$ cat src/rtl/oto_pilot_gen2.sv
// rtl/oto_pilot_gen2.sv - altitude autopilot core with sensor fusion, hysteresis motor control and timed emergency
module oto_pilot_gen2 #(
    parameter int W          = 8,
    parameter int MIN_ALT    = 10,
    parameter int MAX_ALT    = 200,
    parameter int DIFF_THR   = 9,
    parameter int HYST       = 2,
    parameter int SETTLE_CYC = 4,
    parameter int FAULT_CYC  = 8,
    parameter int EMERG_CYC  = 16,
    parameter int MAX_RETRY  = 3,
    parameter int LAND_ALT   = 2
) (
    input  logic         clk,
    input  logic         rst,
    input  logic [W-1:0] gnss_i,
    input  logic [W-1:0] altimetre_i,
    input  logic [W-1:0] hedef_yukseklik_i,
    input  logic         yukseklik_bilgisi_i,
    input  logic         inis_i,
    output logic         motor_o,
    output logic         yesil_led_o,
    output logic         kirmizi_led_o,
    output logic [2:0]   state_o
);
    localparam int SET_W = (SETTLE_CYC > 1) ? $clog2(SETTLE_CYC) : 1;
    localparam int FLT_W = (FAULT_CYC > 1) ? $clog2(FAULT_CYC) : 1;
    localparam int EMG_W = (EMERG_CYC > 1) ? $clog2(EMERG_CYC) : 1;
    localparam int RTY_W = (MAX_RETRY > 1) ? $clog2(MAX_RETRY) : 1;

    typedef enum logic [2:0] {
        BEKLE = 3'd0,
        UCUS  = 3'd1,
        TUTMA = 3'd2,
        INIS  = 3'd3,
        ACIL  = 3'd4
    } state_t;

    state_t             state_q, state_d;
    logic               motor_q, motor_d, yesil_q, yesil_d, kirmizi_q, kirmizi_d;
    logic [W-1:0]       target_q, target_d;
    logic [SET_W-1:0]   settle_q, settle_d;
    logic [FLT_W-1:0]   fault_q, fault_d;
    logic [EMG_W-1:0]   timer_q, timer_d;
    logic [RTY_W-1:0]   retry_q, retry_d;

    logic [W-1:0] diff, fused;
    logic [W:0]   sum, hyst_top;
    logic         disagree, target_ok, strobe_ok, motor_hyst, settle_hit;
    logic         settle_done, fault_done, retry_done, timer_done;

    // Sum and hysteresis ceiling carry one extra bit so 255-class inputs never wrap.
    always_comb begin
        diff       = (gnss_i >= altimetre_i) ? gnss_i - altimetre_i : altimetre_i - gnss_i;
        sum        = {1'b0, gnss_i} + {1'b0, altimetre_i};
        disagree   = diff > W'(DIFF_THR);
        fused      = disagree ? gnss_i : sum[W:1];
        target_ok  = (hedef_yukseklik_i >= W'(MIN_ALT)) && (hedef_yukseklik_i <= W'(MAX_ALT));
        strobe_ok  = yukseklik_bilgisi_i && target_ok;
        hyst_top   = {1'b0, target_q} + (W+1)'(HYST);
        settle_hit = fused >= target_q;
        if (fused < target_q)
            motor_hyst = 1'b1;
        else if ({1'b0, fused} >= hyst_top)
            motor_hyst = 1'b0;
        else
            motor_hyst = motor_q;
        settle_done = settle_q == SET_W'(SETTLE_CYC - 1);
        fault_done  = fault_q == FLT_W'(FAULT_CYC - 1);
        retry_done  = retry_q == RTY_W'(MAX_RETRY - 1);
        timer_done  = timer_q == EMG_W'(EMERG_CYC - 1);
    end

    always_ff @(posedge clk) begin
        if (!rst) begin
            state_q   <= BEKLE;
            motor_q   <= 1'b0;
            yesil_q   <= 1'b0;
            kirmizi_q <= 1'b0;
            target_q  <= '0;
            settle_q  <= '0;
            fault_q   <= '0;
            timer_q   <= '0;
            retry_q   <= '0;
        end else begin
            state_q   <= state_d;
            motor_q   <= motor_d;
            yesil_q   <= yesil_d;
            kirmizi_q <= kirmizi_d;
            target_q  <= target_d;
            settle_q  <= settle_d;
            fault_q   <= fault_d;
            timer_q   <= timer_d;
            retry_q   <= retry_d;
        end
    end

    always_comb begin
        state_d = state_q;
        case (state_q)
            BEKLE: begin
                if (strobe_ok)
                    state_d = UCUS;
                else if (yukseklik_bilgisi_i && retry_done)
                    state_d = ACIL;
            end
            UCUS, TUTMA: begin
                if (disagree && fault_done)
                    state_d = ACIL;
                else if (inis_i)
                    state_d = INIS;
                else if (strobe_ok)
                    state_d = UCUS;
                else if (state_q == UCUS && settle_hit && settle_done)
                    state_d = TUTMA;
            end
            INIS:    if (fused <= W'(LAND_ALT)) state_d = BEKLE;
            ACIL:    if (timer_done) state_d = BEKLE;
            default: state_d = BEKLE;
        endcase
    end

    always_comb begin
        motor_d   = 1'b0;
        yesil_d   = yesil_q;
        kirmizi_d = kirmizi_q;
        target_d  = target_q;
        settle_d  = '0;
        fault_d   = '0;
        timer_d   = '0;
        retry_d   = retry_q;
        case (state_q)
            BEKLE: begin
                if (strobe_ok) begin
                    target_d  = hedef_yukseklik_i;
                    retry_d   = '0;
                    kirmizi_d = 1'b0;
                    yesil_d   = 1'b0;
                end else if (yukseklik_bilgisi_i) begin
                    if (retry_done)
                        kirmizi_d = 1'b1;
                    else
                        retry_d = retry_q + 1'b1;
                end
            end
            UCUS, TUTMA: begin
                fault_d = disagree ? (fault_done ? fault_q : fault_q + 1'b1) : '0;
                if (disagree && fault_done) begin
                    kirmizi_d = 1'b1;
                end else if (inis_i) begin
                    yesil_d = 1'b0;
                end else if (strobe_ok) begin
                    motor_d  = motor_hyst;
                    target_d = hedef_yukseklik_i;
                    yesil_d  = 1'b0;
                end else begin
                    motor_d = motor_hyst;
                    if (state_q == TUTMA)
                        settle_d = settle_q;
                    else if (settle_hit && settle_done)
                        yesil_d = 1'b1;
                    else if (settle_hit)
                        settle_d = settle_q + 1'b1;
                end
            end
            ACIL: begin
                kirmizi_d = 1'b1;
                if (timer_done)
                    retry_d = '0;
                else
                    timer_d = timer_q + 1'b1;
            end
            default: ;
        endcase
    end

    assign motor_o       = motor_q;
    assign yesil_led_o   = yesil_q;
    assign kirmizi_led_o = kirmizi_q;
    assign state_o       = state_q;
endmodule
$ cat config.mk
export PLATFORM = sky130hd
export DESIGN_NAME = oto_pilot_gen2
export DESIGN_NICKNAME = d
export VERILOG_FILES = /design/src/rtl/oto_pilot_gen2.sv
export SDC_FILE = /design/constraint.sdc
export NUM_CORES = 1
export LEC_CHECK = 0
export ABC_AREA = 1
export CAP_MARGIN = 10
export CORE_ASPECT_RATIO = 1.1
export CORE_MARGIN = 1
export CORE_UTILIZATION = 52
export DETAILED_ROUTE_END_ITERATION = 16
export PLACE_DENSITY = 0.78
export SETUP_SLACK_MARGIN = 0.3
export SLEW_MARGIN = 20
export SYNTH_ARGS = -nofsm -noshare
export SYNTH_HDL_FRONTEND = slang
export SYNTH_SLANG_ARGS = --single-unit
$ cat constraint.sdc
create_clock -name clk -period 3.4 [get_ports clk]
set_input_delay 0.34 -clock clk [delete_from_list [all_inputs] [get_ports clk]]
set_output_delay 0.34 -clock clk [all_outputs]
set_load 0.05 [all_outputs]
==> summary.txt <==
run status = complete, but fails checks
failing checks = setup timing
Worst Hold Depth = 2
pin count of the biggest net entering global routing = 16
full die area = 6090 um2
ys flop type = dfxtp_1
GRT busiest layer = met2
placed cells = 636
CP max stage delay = 0.42 ns
Worst Max-Slew Pin Slew = 0.532 ns
core area = 5470 um2
fin cells = 679
RSZ-0062 raised after global routing = true
total gr overflow = 0
layout cells sized above 1 = 0.341
Area Overhead vs Synth = 53.3%
Synth cell types = 40
R2R depth = 10
Data required, critical path = 3.58 ns
final hold slack = 0.445 ns
critical path's slowest cell = a21boi_1
CTS tree = built
Die X = 74.5 um
dpl cell area = 3990 um2
CP Launch Type = input pin
commonest cells in the netlist = nand2_1, inv_1, ha_1
static leakage = 2.29 nW
Clock Root Buffer = clkbuf_8
CP arrival = 4.20 ns
worst min path class = flop to flop
final core occ = 0.843
final WL = 11900 um
IO buf count = 33
DR iter-0 viols = 382
met1 Resource Use GR = 0.366
first-pass GRT wire length = 16000 um
Mapped Cells = 467
Min Clock Period, post-route = 4.02 ns
fin. max-slew vios = 0
area leader, netlist = ha_1
vias in the first global route = 3659
warnings from Yosys = 0
reg2reg setup slack = 0.73 ns
Final ANT Viol Nets = 0
post-DP HPWL = 6670 um
Syn Area/Cell = 6.44 um2
Top-Level Pins = 34
DR DRC count = 0
Synth top area share = 0.183
RR Startpoint = target_q[1]
initial antenna violation count = 0
Syn Nets = 542
synthesized cell area = 3010 um2
Max FO, Critical Path = 7
WL/cell = 17.6 um
GR Util All Layers = 0.338
setup TNS = -3.33 ns
part of the cycle the worst path needs = 1.18
CTS clk-pin slew, worst paths = 0.10 ns
chip height = 81.7 um
Hold EP = yesil_led_o
Max-Cap Viols = 0
Row Count = 28
met3 Usage GRT = 0.0699
register bit total from synthesis = 25
Initial Util = 0.550
Setup Skew = 0.0113 ns
Synth area leaders = ha_1, dfxtp_1, nand2_1
worst vdd ir = 0.367 mV
RR Endpoint = motor_o
Clock Latency Late Sink = 0.28 ns
Cell Pwr Density = 500 nW/um2
# H-tree levels = 1
Final Hold Fails = 0
ANT cells = 0
clk buf depth = 2
multi-input logic area = 2510 um2
Vias = 3976
final instance area = 4610 um2
critical hold path startpoint = yesil_led_o
asr flop ratio synth = 0
most frequent cell after synthesis = nand2_1
sequential cell area = 500 um2
setup ws final = -0.617 ns
sequential element share of the synthesized area = 0.167
final setup fails = 7
fillers = 322
Worst Setup End Kind = flop
number of enable flip-flop cells after synthesis = 0
clk sinks = 25
CTS buffer count = 3
fmax = 0.249 GHz
final-stage net count = 680
Pre-Repair DR Iteration Count = 6
GRT met2 Usage = 0.604
Avg Vias per Cell = 5.86
Slew headroom = 0.644
worst setup path class = input pin to flop
RD Place Congestion = 0.924
[how the worst max path moves through the flow]
stage	start	endpoint	slack [ns]	cells past startpoint
after floorplan	gnss_i[0]	state_o[1]	0.17	26
after global placement	gnss_i[2]	state_o[1]	-0.62	25
after CTS	gnss_i[0]	motor_o	0.06	27
after global routing	altimetre_i[2]	state_o[0]	-0.79	27
final	altimetre_i[2]	motor_o	-0.62	25
after detailed placement	gnss_i[0]	motor_o	-0.81	27
[logic make-up after synthesis]
kind of cell	share of synthesized area
DFF	0.167
AOI/OAI and AO/OA	0.141
muxes	0.00666
xor gates and xnor gates	0.0404
adders and majority gates	0.203
buffers and inverters	0.114
and+or+nand+nor	0.328
[final cells by class]
cell class / instances / share of cell area
inverter: 78 / 0.0673
sequential: 25 / 0.109
timing repair buffer: 140 / 0.249
clock inverter: 1 / 0.00163
clock buffer: 3 / 0.00896
multi-input combinational: 357 / 0.544
tap: 75 / 0.0204
[placed cells by master (no fill, tap or decap), types with 5 or more instances in the layout]
master,count
a21oi_1,30
a21oi_2,6
buf_4,101
buf_6,5
clkdlybuf4s50_1,17
dfxtp_1,25
dlygate4sd2_1,12
ha_1,30
ha_4,13
inv_1,60
inv_2,15
nand2_1,89
nand2_2,19
nand3_1,34
nand3_2,9
nand4_1,6
nor2_1,34
nor2_2,8
nor3_1,8
o21ai_0,15
xor2_1,11
[registers in the layout, indices dropped and copies added (netlist names)]
signal	count
motor_o	1
settle_q	2
fault_q	3
kirmizi_led_o	1
yesil_led_o	1
timer_q	4
retry_q	2
target_q	8
state_o	3
[through the flow]
step | worst slack, ns | power [mW]
after CTS | 0.0643 | 1.99
after global routing | -0.792 | 2.43
after detailed placement | -0.813 | 1.68
after global placement | -0.624 | 1.64
after floorplan | 0.173 | 1.29
final | -0.617 | 2.30
[per-layer routing]
| metal | vias to the layer above | wire length [um] |
|---|---|---|
| li1 | 1782 | - |
| met1 | 1802 | 4450 |
| met2 | 279 | 5520 |
| met3 | 113 | 1070 |
| met4 | 0 | 888 |
| met5 | - | 0 |
[power by group]
| group | switching [mW] | leakage [nW] | internal, mW |
|---|---|---|---|
| Clock | 0.109 | 0.0217 | 0.0834 |
| Sequential | 0.0804 | 0.205 | 0.371 |
| Combinational | 0.990 | 2.06 | 0.670 |
| Total | 1.18 | 2.29 | 1.12 |
[repair_timing]
action / 4_1_cts / 5_1_grt
hold buffers: 0 / 0
setup buffers: 29 / 9
gates cloned: 1 / 0
gates resized for setup: 82 / 22
endpoints found under the hold margin: 0 / 0
pin swaps: 45 / 19
setup endpoints to repair: 7 / 7
[worst max-delay path, delay by kind of cell]
kind            cells  cell delay, ns
compound gates      6            1.27
simple gates       11            1.20
buf+inv             6            0.83
fa+ha+maj           2            0.52
(Power assumes the default switching activity.)
